File: config.mk
export PLATFORM = sky130hd
export DESIGN_NAME = uart_tx
export DESIGN_NICKNAME = d
export VERILOG_FILES = /design/src/rtl/uart_tx.sv
export SDC_FILE = /design/constraint.sdc
export NUM_CORES = 1
export LEC_CHECK = 0
export BUFFER_PORTS_ARGS = -buffer_cell sky130_fd_sc_hd__buf_4
export CAP_MARGIN = 20
export CORE_UTILIZATION = 46
export CTS_BUF_LIST = sky130_fd_sc_hd__clkbuf_8
export DETAILED_ROUTE_END_ITERATION = 7
export PLACE_DENSITY = 0.7
export SYNTH_ARGS = -nofsm -noshare
export SYNTH_HDL_FRONTEND = slang
export SYNTH_SLANG_ARGS = --single-unit
File: constraint.sdc
create_clock -name clk -period 3.9 [get_ports clk]
set_clock_uncertainty 0.2 [all_clocks]
set_input_delay 1.17 -clock clk [delete_from_list [all_inputs] [get_ports clk]]
set_output_delay 1.17 -clock clk [all_outputs]
set_load 0.05 [all_outputs]
File: src/rtl/uart_tx.sv
`default_nettype none
// ============================================================================
// Module   : uart_tx
// Purpose  : UART serial transmitter. Start bit, 5-8 data bits LSB first,
//            optional even parity, 1 or 2 stop bits. Bit timing is driven by
//            baud ticks from the shared baud generator (16x or 13x).
// Revision : 1.0 - initial release
// ============================================================================
module uart_tx #(
    parameter int OSR_16 = 16,
    parameter int OSR_13 = 13
) (
    input  logic       clk,
    input  logic       rst,
    input  logic       baud_clk,
    input  logic       BGE,
    input  logic       OSM_SEL,
    input  logic       PEN,
    input  logic       STB,
    input  logic [1:0] WLS,
    input  logic       tx_start,
    input  logic [7:0] tx_data,
    output logic       tx_ready,
    output logic       tx_done,
    output logic       UART_TX_O
);

    // Tick counter compares against N-1: the bit ends in the cycle holding the
    // N-th tick, so a 4-bit counter suffices for N up to 16.
    localparam logic [3:0] C_LAST_16 = 4'(OSR_16 - 1);
    localparam logic [3:0] C_LAST_13 = 4'(OSR_13 - 1);

    typedef enum logic [2:0] {
        IDLE   = 3'd0,
        START  = 3'd1,
        DATA   = 3'd2,
        PARITY = 3'd3,
        STOP   = 3'd4
    } state_t;

    state_t     r_state;
    logic [7:0] r_shift;      // shadow copy of the character, shifted as sent
    logic       r_pen;        // latched frame configuration
    logic       r_stb;
    logic       r_osm;
    logic [1:0] r_wls;
    logic [3:0] r_tick_cnt;
    logic [2:0] r_bit_cnt;
    logic       r_stop_cnt;
    logic       r_parity;     // running XOR of data bits already sent
    logic       r_line;
    logic       r_done;

    logic       w_tick;
    logic [3:0] w_last_tick;
    logic       w_bit_end;
    logic       w_last_data;
    logic       w_accept;

    // Tick qualification and bit-end detection from the latched configuration
    always_comb begin
        w_tick      = baud_clk & BGE;
        w_last_tick = r_osm ? C_LAST_13 : C_LAST_16;
        w_bit_end   = w_tick && (r_tick_cnt == w_last_tick) && (r_state != IDLE);
        // Last data bit index is W-1 = 4 + WLS
        w_last_data = (r_bit_cnt == {1'b1, r_wls});
        tx_ready    = (r_state == IDLE) & BGE;
        w_accept    = tx_ready & tx_start;
    end

    assign tx_done   = r_done;
    assign UART_TX_O = r_line;

    // Frame sequencer: state, counters, shadow register and registered outputs
    always_ff @(posedge clk) begin
        if (rst) begin
            r_state    <= IDLE;
            r_shift    <= 8'd0;
            r_pen      <= 1'b0;
            r_stb      <= 1'b0;
            r_osm      <= 1'b0;
            r_wls      <= 2'd0;
            r_tick_cnt <= 4'd0;
            r_bit_cnt  <= 3'd0;
            r_stop_cnt <= 1'b0;
            r_parity   <= 1'b0;
            r_line     <= 1'b1;
            r_done     <= 1'b0;
        end else begin
            r_done <= 1'b0;

            // Ticks are only counted while a frame is in flight; BGE low
            // freezes the counter and therefore the whole frame.
            if ((r_state != IDLE) && w_tick) begin
                r_tick_cnt <= w_bit_end ? 4'd0 : r_tick_cnt + 4'd1;
            end

            case (r_state)
                IDLE: begin
                    r_line <= 1'b1;
                    if (w_accept) begin
                        r_shift    <= tx_data;
                        r_pen      <= PEN;
                        r_stb      <= STB;
                        r_wls      <= WLS;
                        r_osm      <= OSM_SEL;
                        r_tick_cnt <= 4'd0;
                        r_bit_cnt  <= 3'd0;
                        r_stop_cnt <= 1'b0;
                        r_parity   <= 1'b0;
                        r_line     <= 1'b0;
                        r_state    <= START;
                    end
                end

                START: begin
                    if (w_bit_end) begin
                        r_line  <= r_shift[0];
                        r_state <= DATA;
                    end
                end

                DATA: begin
                    if (w_bit_end) begin
                        r_parity <= r_parity ^ r_shift[0];
                        r_shift  <= {1'b0, r_shift[7:1]};
                        if (w_last_data) begin
                            r_bit_cnt <= 3'd0;
                            if (r_pen) begin
                                r_line  <= r_parity ^ r_shift[0];
                                r_state <= PARITY;
                            end else begin
                                r_line  <= 1'b1;
                                r_state <= STOP;
                            end
                        end else begin
                            r_bit_cnt <= r_bit_cnt + 3'd1;
                            r_line    <= r_shift[1];
                        end
                    end
                end

                PARITY: begin
                    if (w_bit_end) begin
                        r_line  <= 1'b1;
                        r_state <= STOP;
                    end
                end

                STOP: begin
                    if (w_bit_end) begin
                        if (r_stb && !r_stop_cnt) begin
                            r_stop_cnt <= 1'b1;
                        end else begin
                            r_stop_cnt <= 1'b0;
                            r_line     <= 1'b1;
                            r_done     <= 1'b1;
                            r_state    <= IDLE;
                        end
                    end
                end

                default: begin
                    r_line  <= 1'b1;
                    r_state <= IDLE;
                end
            endcase
        end
    end

endmodule
`default_nettype wire

==> reports/metrics.yaml, run 1 <==
detailed_routing:
  vias: 1346
  vias_per_cell: 5.88
  drc: 0
  drtAntennaViolNets: 0
  first_pass_iters: 4
  routedWlPerCell_um: 14.9
  initialDrtViolationCount: 63
  routed_wl_mm: 3.41
clock_tree:
  cts_resized: 0
  tritoncts: "done"
  clk_pin_slew_worst_paths_ns: 0.10
  cts_buffer_depth: 2
  cts_root_buf: "clkbuf_8"
  clock_sinks: 27
  cts_setup_buffers: 0
  worstSkewPairLatency_ns: 0.27
  cts_buffers: 3
  cts_max_level: 1
  cts_hold_buf: 0
layout:
  n_antenna_cell: 0
  seqCellArea_sq_um: 541
  area_growth_pct: 11.0
  fillCellCount: 298
  fin_cells: 229
  finalNetCount: 206
  multiInputGateArea_sq_um: 926
  drive_gt1_share_pct: 21.6
die:
  die_w_um: 60.5
  rows: 20
  die_h_um: 60.5
  initial_utilization_pct: 49.8
  dieArea_sq_um: 3650
  core_area_sq_um: 3150
  ios: 21
logic_synthesis:
  async_reset_ff_share_pct: 0
  yosys-top-cells-count: "dfxtp_1, nand2_1, a21oi_1"
  yosys_warnings: 0
  syn_area_per_cell_sq_um: 9.19
  synth.area.top_cells: "dfxtp_1, mux2i_1, a211oi_2"
  syn-cell-area_sq_um: 1570
  syn_nets: 191
  ys_ff_latch: 27
  synth_ff_type: "dfxtp_1"
  synth_cell_type_count: 53
  synth_top_area_cell: "dfxtp_1"
  yosysMostFrequentCell: "dfxtp_1"
  synthCells: 171
  yosysSeqAreaShare_pct: 34.4
  synth_edf_count: 0
  synth_top_area_share_pct: 34.4
placement:
  numPortBuffers: 20
  gp_congestion: 0.830
  dp_cells: 225
  dp_hpwl_mm: 2.38
timing:
  slew_headroom_pct: 52.1
  drv_slew: 0
  holdWs_ns: 0.254
  rsz0062_at_grt: "no"
  fin_crit_ns: 2.99
  hold_viol: 0
  tightest_slew_ns: 0.719
  setup_viol: 0
  fmax_mhz: 335
  setup_tns_ns: 0
  post-route-period-util_pct: 76.7
critical_path:
  crit_chain: "buf_4, and2_1, buf_4"
  critPathCaptureType: "output pin"
  worstPathArrival_ns: 1.62
  reg2reg_depth: 4
  slowest_delay_ns: 0.18
  cp_common_cell: "buf_4"
  cp_max_fo: 7
  r2r-start: "r_state[1]"
  crit_type: "input port to output pin"
  crit_path_top_delay_cell: "buf_4"
  timing.rr.end: "r_bit_cnt[1]"
  rrSetupSlack_ns: 1.86
  critical_path.startpoint_type: "input port"
  required_ns: 2.53
hold_path:
  hold_depth: 2
  worst_hold_path_type: "register to register"
  worstHoldStart: "r_shift[7]"
  hold-path-endpoint: "r_shift[7]"
global_routing:
  grt_use_total_pct: 21.8
  gr-total-overflow: 0
  grt_max_degree: 23
  antenna_found_initial: 0
  grt_pass1_vias: 1285
  grt_pass1_wl_mm: 6.04
power_and_ir_drop:
  leakage_nw: 0.628
  ir_drop_mv: 0.159
  power.density_nw_per_um2: 377
status:
  status: "finished, final reports clean"
job:
  maxCapViolCount: 0
==> flip-flops by register name, indices dropped and copies added, names as in the netlist <==
register	cells
r_osm	1
r_bit_cnt	3
r_stb	1
UART_TX_O	1
r_wls	2
r_shift	8
r_stop_cnt	1
r_state	3
r_parity	1
tx_done	1
r_tick_cnt	4
r_pen	1
==> cells in the final DEF, fill, tap and decap left out, types with 4 or more instances in the layout <==
master	count
dfxtp_1	27
buf_4	21
nand2_1	20
a21oi_1	14
a211oi_1	9
mux2i_1	8
nand3_1	6
nor2_1	6
a211oi_2	6
inv_1	4
o211ai_1	4
==> worst max path at each step <==
stage | start | end | slack (ns) | cells after the start
2_1_floorplan | BGE | tx_ready | 0.95 | 1
3_3_place_gp | BGE | tx_ready | 0.92 | 3
3_5_place_dp | BGE | tx_ready | 0.91 | 3
4_1_cts | BGE | tx_ready | 0.91 | 3
5_1_grt | BGE | tx_ready | 0.89 | 3
6_report | BGE | tx_ready | 0.91 | 3
==> power by group <==
| part | total [mW] | internal (mW) | leakage (nW) | switching (mW) |
|---|---|---|---|---|
| Clock | 0.167 | 0.0750 | 0.0261 | 0.0917 |
| Combinational | 0.166 | 0.0716 | 0.382 | 0.0940 |
| Sequential | 0.326 | 0.298 | 0.220 | 0.0280 |
| Total | 0.658 | 0.444 | 0.628 | 0.214 |
==> metal layers <==
layer  global-route usage [%]  up-vias  routed length, um
met2                     35.5       26               1600
met4                     4.87        0                 26
met1                     30.5      642               1660
met5                        0        -                  0
met3                     3.20        4                124
li1                         -      674                  -
==> through the flow <==
| stage | cell area, sq um | worst slack (ns) | power, mW | utilization [%] |
|---|---|---|---|---|
| final | 1740 | 0.911 | 0.658 | 55.3 |
| after floorplan | 1570 | 0.953 | 0.460 | - |
| after CTS | 1740 | 0.910 | 0.664 | 55.3 |
| after global placement | 1690 | 0.917 | 0.489 | 53.7 |
| after detailed placement | 1690 | 0.910 | 0.497 | 53.7 |
| after global routing | 1740 | 0.891 | 0.700 | 55.3 |
==> critical path, delay by kind of cell <==
kind | cells | cell delay [ns]
buffers and inverters | 2 | 0.31
and+or+nand+nor | 1 | 0.13
==> cells by family after synthesis <==
logic type / after synthesis / synth area share [%]
simple gates: 59 / 20.7
compound gates: 57 / 29.9
flops: 27 / 34.4
buf+inv: 15 / 6.69
mux: 8 / 5.10
xor+xnor: 3 / 1.67
fa+ha+maj: 2 / 1.59
==> area by class of cell <==
type	count	area share (%)
timing repair buffer	21	9.04
multi-input combinational	129	53.1
clock buffer	3	2.37
sequential	27	31.0
clock inverter	1	0.502
tap	44	3.16
inverter	4	0.861
No activity file was read; power rests on OpenSTA's default activity.
==> run 2, diff against run 1 <==
==> constraint.sdc (replaced) <==
create_clock -name clk -period 2.8 [get_ports clk]
set_clock_uncertainty 0.2 [all_clocks]
set_input_delay 0.84 -clock clk [delete_from_list [all_inputs] [get_ports clk]]
set_output_delay 0.84 -clock clk [all_outputs]
set_load 0.05 [all_outputs]
==> run 2 against run 1 <==
First-iteration DRC count fell by 16%. Largest cell class unchanged. Critical path type is now register to output pin. Clock-buffer cell count did not move. Cell area rose by 0.65%. Combinational power rose by 42%. Register-to-register slack got worse by 1.2 ns. Setup slack got worse by 0.54 ns. Worst hold slack improved by 0.0054 ns. Sequential power rose by 40%. Sequential cell count did not move. Via count rose by 3.6%.
==> reports/metrics.yaml, run 2 (synthesis results as in run 1) <==
power_and_ir_drop:
  leakage_nw: 0.638  # +1.6%
  power.density_nw_per_um2: 521  # +38%
  ir_drop_mv: 0.360  # +130%
  p_total_mw: 0.914  # +39%
status:
  status: "finished, final reports clean"
detailed_routing:
  routed_wl_mm: 3.37  # -1.3%
  vias: 1394  # +3.6%
  drc: 0  # unchanged
  vias_per_cell: 6.03  # +2.7%
  initialDrtViolationCount: 53  # -16%
  routedWlPerCell_um: 14.6  # -2.2%
  drtAntennaViolNets: 0  # unchanged
  first_pass_iters: 6  # +2
layout:
  finalNetCount: 208  # +0.97%
  drive_gt1_share_pct: 22.5  # +0.84 points
  multiInputGateArea_sq_um: 926  # unchanged
  n_antenna_cell: 0  # unchanged
  largest_register_ffs: 8  # unchanged
  final_cell_mix: "dfxtp_1, buf_4, nand2_1"
  area_growth_pct: 11.7
  final_common_cell: "dfxtp_1"
  largest-register: "r_shift"
  fin_cells: 231  # +0.87%
  reg_top3: "r_shift x8, r_tick_cnt x4"
  seqCellArea_sq_um: 541  # unchanged
  fillCellCount: 295  # -1.0%
critical_path:
  crit_type: "register to output pin"
  rrSetupSlack_ns: 0.68  # -1.18 ns
  crit_path_start: "r_state[1]"
  cp_max_fo: 13  # +6
  required_ns: 1.76  # -0.77 ns
  critical_path.startpoint_type: "register"
  timing.rr.end: "r_shift[5]"
  critPathCaptureType: "output pin"
  worstPathArrival_ns: 1.39  # -0.23 ns
  reg2reg_depth: 4  # unchanged
  endpoint: "tx_ready"
  r2r-start: "r_state[1]"
hold_path:
  worst_hold_path_type: "register to register"
timing:
  holdWs_ns: 0.259  # +0.00536 ns
  setup_tns_ns: 0  # unchanged
  fin_crit_ns: 2.43
  post-route-period-util_pct: 86.6
  drv_slew: 0  # unchanged
  tightest_slew_ns: 0.615  # -0.104 ns
  setup_viol: 0  # unchanged
  slew_headroom_pct: 58.4  # +6.3 points
  rsz0062_at_grt: "no"
  fmax_mhz: 412
  hold_viol: 0  # unchanged
placement:
  dp_hpwl_mm: 2.40  # +0.68%
  numPortBuffers: 20  # unchanged
  dp_cells: 227  # +0.89%
  gp_congestion: 0.791  # -4.6%
die:
  ios: 21  # unchanged
  initial_utilization_pct: 49.8  # unchanged
  die_w_um: 60.5  # unchanged
  rows: 20  # unchanged
  dieArea_sq_um: 3650  # unchanged
  die_h_um: 60.5  # unchanged
  core_area_sq_um: 3150  # unchanged
clock_tree:
  cts_buffers: 3  # unchanged
  cts_max_level: 1  # unchanged
  cts_resized: 0  # unchanged
  cts_setup_buffers: 0  # unchanged
  cts_root_buf: "clkbuf_8"
  cts_hold_buf: 0  # unchanged
  clk_pin_slew_worst_paths_ns: 0.09  # about the same
  clock_sinks: 27  # unchanged
  worstSkewPairLatency_ns: 0.28  # about the same
  tritoncts: "done"
  cts_buffer_depth: 2  # unchanged
global_routing:
  antenna_found_initial: 0  # unchanged
  grt_pass1_vias: 1285  # unchanged
  grt_max_degree: 23  # unchanged
  gr-total-overflow: 0  # unchanged
  grt_use_total_pct: 20.9  # -0.88 points
  grt_pass1_wl_mm: 5.75  # -4.9%
job:
  maxCapViolCount: 0  # unchanged
run 2: changes by cell type in the layout (fill, tap and decap cells not counted), sizes merged:
cell / previous run / this run
buf: 21 / 23
clkinv: 0 / 1
inv: 5 / 4
run 2: area by class of cell:
class / count / share of cell area, %
flip-flops and latches: 27 / 30.8
repair buffers: 23 / 9.84
multi-input cells: 129 / 52.7
inverters: 4 / 0.855
clock inverters: 1 / 0.285
clock buffers: 3 / 2.35
well taps: 44 / 3.14
run 2: worst min-delay path by stage:
stage	end	cells past startpoint	slack [ns]	from
4_1_cts	r_shift[7]	2	0.26	r_shift[7]
2_1_floorplan	r_shift[7]	2	0.23	r_shift[7]
3_3_place_gp	r_shift[7]	2	0.24	r_shift[7]
6_report	r_shift[7]	2	0.26	r_shift[7]
3_5_place_dp	r_shift[7]	2	0.24	r_shift[7]
5_1_grt	r_shift[7]	2	0.28	r_shift[7]
run 2: where the power goes:
part	leakage (nW)	switching [mW]	total, mW	internal [mW]
Clock	0.0255	0.124	0.224	0.100
Combinational	0.393	0.133	0.235	0.102
Sequential	0.220	0.0405	0.455	0.415
Total	0.638	0.297	0.914	0.616
run 2: routing by layer:
layer / wire length, um / GRT usage, %
met2: 1500 / 32.7
met3: 130 / 3.84
met5: 0 / 0
met1: 1670 / 29.2
met4: 61 / 6.82
run 2: worst max-delay path, cell delays in order, from the launching register on:
cell	delay, ns
dfxtp_1	0.63
nor3_2	0.12
and2_1	0.17
buf_4	0.18
run 2: metrics by stage:
step	utilization, %	instance area [sq um]	setup slack (ns)
3_5_place_dp	54.2	1710	0.474
6_report	55.7	1760	0.375
3_3_place_gp	54.2	1710	0.476
4_1_cts	55.7	1760	0.408
5_1_grt	55.7	1760	0.329
2_1_floorplan	-	1570	0.513
==> run 3, diff against run 2 <==
--- a/config.mk
+++ b/config.mk
@@ -7,8 +7,8 @@
 export LEC_CHECK = 0
 export BUFFER_PORTS_ARGS = -buffer_cell sky130_fd_sc_hd__buf_4
 export CAP_MARGIN = 20
+export CORE_MARGIN = 1.5
 export CORE_UTILIZATION = 46
-export CTS_BUF_LIST = sky130_fd_sc_hd__clkbuf_8
 export DETAILED_ROUTE_END_ITERATION = 7
 export PLACE_DENSITY = 0.7
 export SYNTH_ARGS = -nofsm -noshare
==> constraint.sdc (replaced) <==
create_clock -name clk -period 2.8 [get_ports clk]
set_clock_uncertainty 0.2 [all_clocks]
set_input_delay 0.56 -clock clk [delete_from_list [all_inputs] [get_ports clk]]
set_output_delay 0.56 -clock clk [all_outputs]
set_load 0.05 [all_outputs]
==> run 3 against run 2 <==
Cell area fell by 1.9%. Critical path type unchanged. Clock-buffer cell count rose by 1. Largest power group unchanged. Sequential share of layout area rose by 0.58 points. Clock power fell by 23%.
==> reports/metrics.yaml, run 3 (synthesis results as in run 1) <==
layout:
  largest-register: "r_shift"
  n_antenna_cell: 0  # unchanged
  fin_cells: 231  # unchanged
  drive_gt1_share_pct: 21.1  # -1.4 points
  final_common_cell: "dfxtp_1"
  finalNetCount: 206  # -0.96%
  largest_register_ffs: 8  # unchanged
  stdcell_area_sq_um: 1720  # -1.9%
  area_growth_pct: 9.63
  final_cell_mix: "dfxtp_1, buf_4, nand2_1"
  reg_top3: "r_shift x8, r_tick_cnt x4"
job:
  maxCapViolCount: 0  # unchanged
placement:
  preCtsSetupSlack_ns: 0.812  # +0.339 ns
  gp_congestion: 0.801  # +1.3%
  numPortBuffers: 20  # unchanged
  dp_cells: 227  # unchanged
  dp_hpwl_mm: 2.36  # -1.7%
  place_area_sq_um: 1700  # -0.73%
timing:
  setup_tns_ns: 0  # unchanged
  rsz0062_at_grt: "no"
  holdWs_ns: 0.264  # +0.00440 ns
  fmax_mhz: 455  # +10%
  slew_headroom_pct: 55.4  # -3.0 points
  post-route-period-util_pct: 78.4  # -8.2 points
  tightest_slew_ns: 0.669  # +0.0540 ns
  drv_slew: 0  # unchanged
  fin_crit_ns: 2.20  # -0.230 ns
  setup_viol: 0  # unchanged
  setup_ws_ns: 0.604  # +0.230 ns
  hold_viol: 0  # unchanged
clock_tree:
  worstSkewPairLatency_ns: 0.33  # +0.05 ns
  cts_hold_buf: 0  # unchanged
  cts_buffer_depth: 2  # unchanged
  cts_setup_buffers: 0  # unchanged
  clk_pin_slew_worst_paths_ns: 0.15  # +0.06 ns
  clock_sinks: 27  # unchanged
  cts_resized: 0  # unchanged
  cts_buffers: 3  # unchanged
  cts_root_buf: "clkbuf_4"
  cts_max_level: 1  # unchanged
  tritoncts: "done"
detailed_routing:
  initialDrtViolationCount: 61  # +15%
  first_pass_iters: 4  # -2
  routedWlPerCell_um: 14.7  # +0.92%
  routed_wl_mm: 3.40  # +0.92%
  drtAntennaViolNets: 0  # unchanged
  vias: 1383  # -0.79%
  drc: 0  # unchanged
  vias_per_cell: 5.99  # -0.79%
critical_path:
  worstPathArrival_ns: 1.44  # +0.05 ns
  critical_path.startpoint_type: "register"
  crit_type: "register to output pin"
  critPathCaptureType: "output pin"
  cp_max_fo: 13  # unchanged
  required_ns: 2.04  # +0.28 ns
die:
  ios: 21  # unchanged
  die_h_um: 61.5  # +1.7%
  die_w_um: 61.5  # +1.7%
  core_area_sq_um: 3310  # +5.0%
  initial_utilization_pct: 47.5  # -2.4 points
  rows: 21  # +5.0%
  dieArea_sq_um: 3780  # +3.3%
global_routing:
  grt_use_total_pct: 19.5  # -1.4 points
  gr-total-overflow: 0  # unchanged
  antenna_found_initial: 0  # unchanged
  grt_pass1_vias: 1300  # +1.2%
  grt_pass1_wl_mm: 5.59  # -2.7%
  grt_max_degree: 23  # unchanged
power_and_ir_drop:
  power.density_nw_per_um2: 499  # -4.2%
  leakage_nw: 0.617  # -3.3%
  ir_drop_mv: 0.224  # -38%
status:
  status: "finished, final reports clean"
hold_path:
  worst_hold_path_type: "register to register"
## run 3: cell types whose count changed in the layout (fill, tap and decap cells not counted)
cell,change
buf_4,-2
clkbuf_8,-3
clkinv_2,-1
clkbuf_4,+3
clkbuf_1,+1
## run 3: layer usage
| metal | vias to the layer above | wire [um] | global-route usage, % | share of wire (%) |
|---|---|---|---|---|
| li1 | 679 | - | - | - |
| met1 | 661 | 1630 | 26.6 | 48 |
| met2 | 39 | 1570 | 31.8 | 46 |
| met3 | 4 | 169 | 2.94 | 5.0 |
| met4 | 0 | 29 | 6.38 | 0.85 |
| met5 | - | 0 | 0 | 0 |
## run 3: final cells by class
class                           instances  area [sq um]
Multi-Input combinational cell        129           926
Tap cell                               46          57.6
Timing Repair Buffer                   21           158
Inverter                                4          15.0
Sequential cell                        27           541
Fill cell                             332          1590
Clock buffer                            4          26.3
## run 3: worst paths after layout
path / cells past startpoint / from / slack [ns] / to
worst max-delay path: 3 / r_state[1] / 0.60 / tx_ready
worst min-delay path: 2 / r_shift[7] / 0.26 / r_shift[7]
worst max register to register: 4 / r_state[1] / 0.76 / r_shift[6]
worst min register to register: 2 / r_shift[7] / 0.26 / r_shift[7]
## run 3: worst max-delay path, stage by stage, from the launching register on
cell     delay [ns]
dfxtp_1        0.48
nor3_2         0.28
and2_1         0.16
buf_4          0.19
## run 3: where the power goes
group          switching, mW  internal, mW  leakage (nW)
clock network          0.116        0.0558        0.0150
registers             0.0389         0.415         0.220
logic                  0.134        0.0998         0.382
## run 3: through the flow
step,power [mW],util [%]
5_1_grt,0.903,52.0
3_3_place_gp,0.687,51.2
4_1_cts,0.862,52.0
2_1_floorplan,0.641,-
6_report,0.859,52.0
3_5_place_dp,0.693,51.2
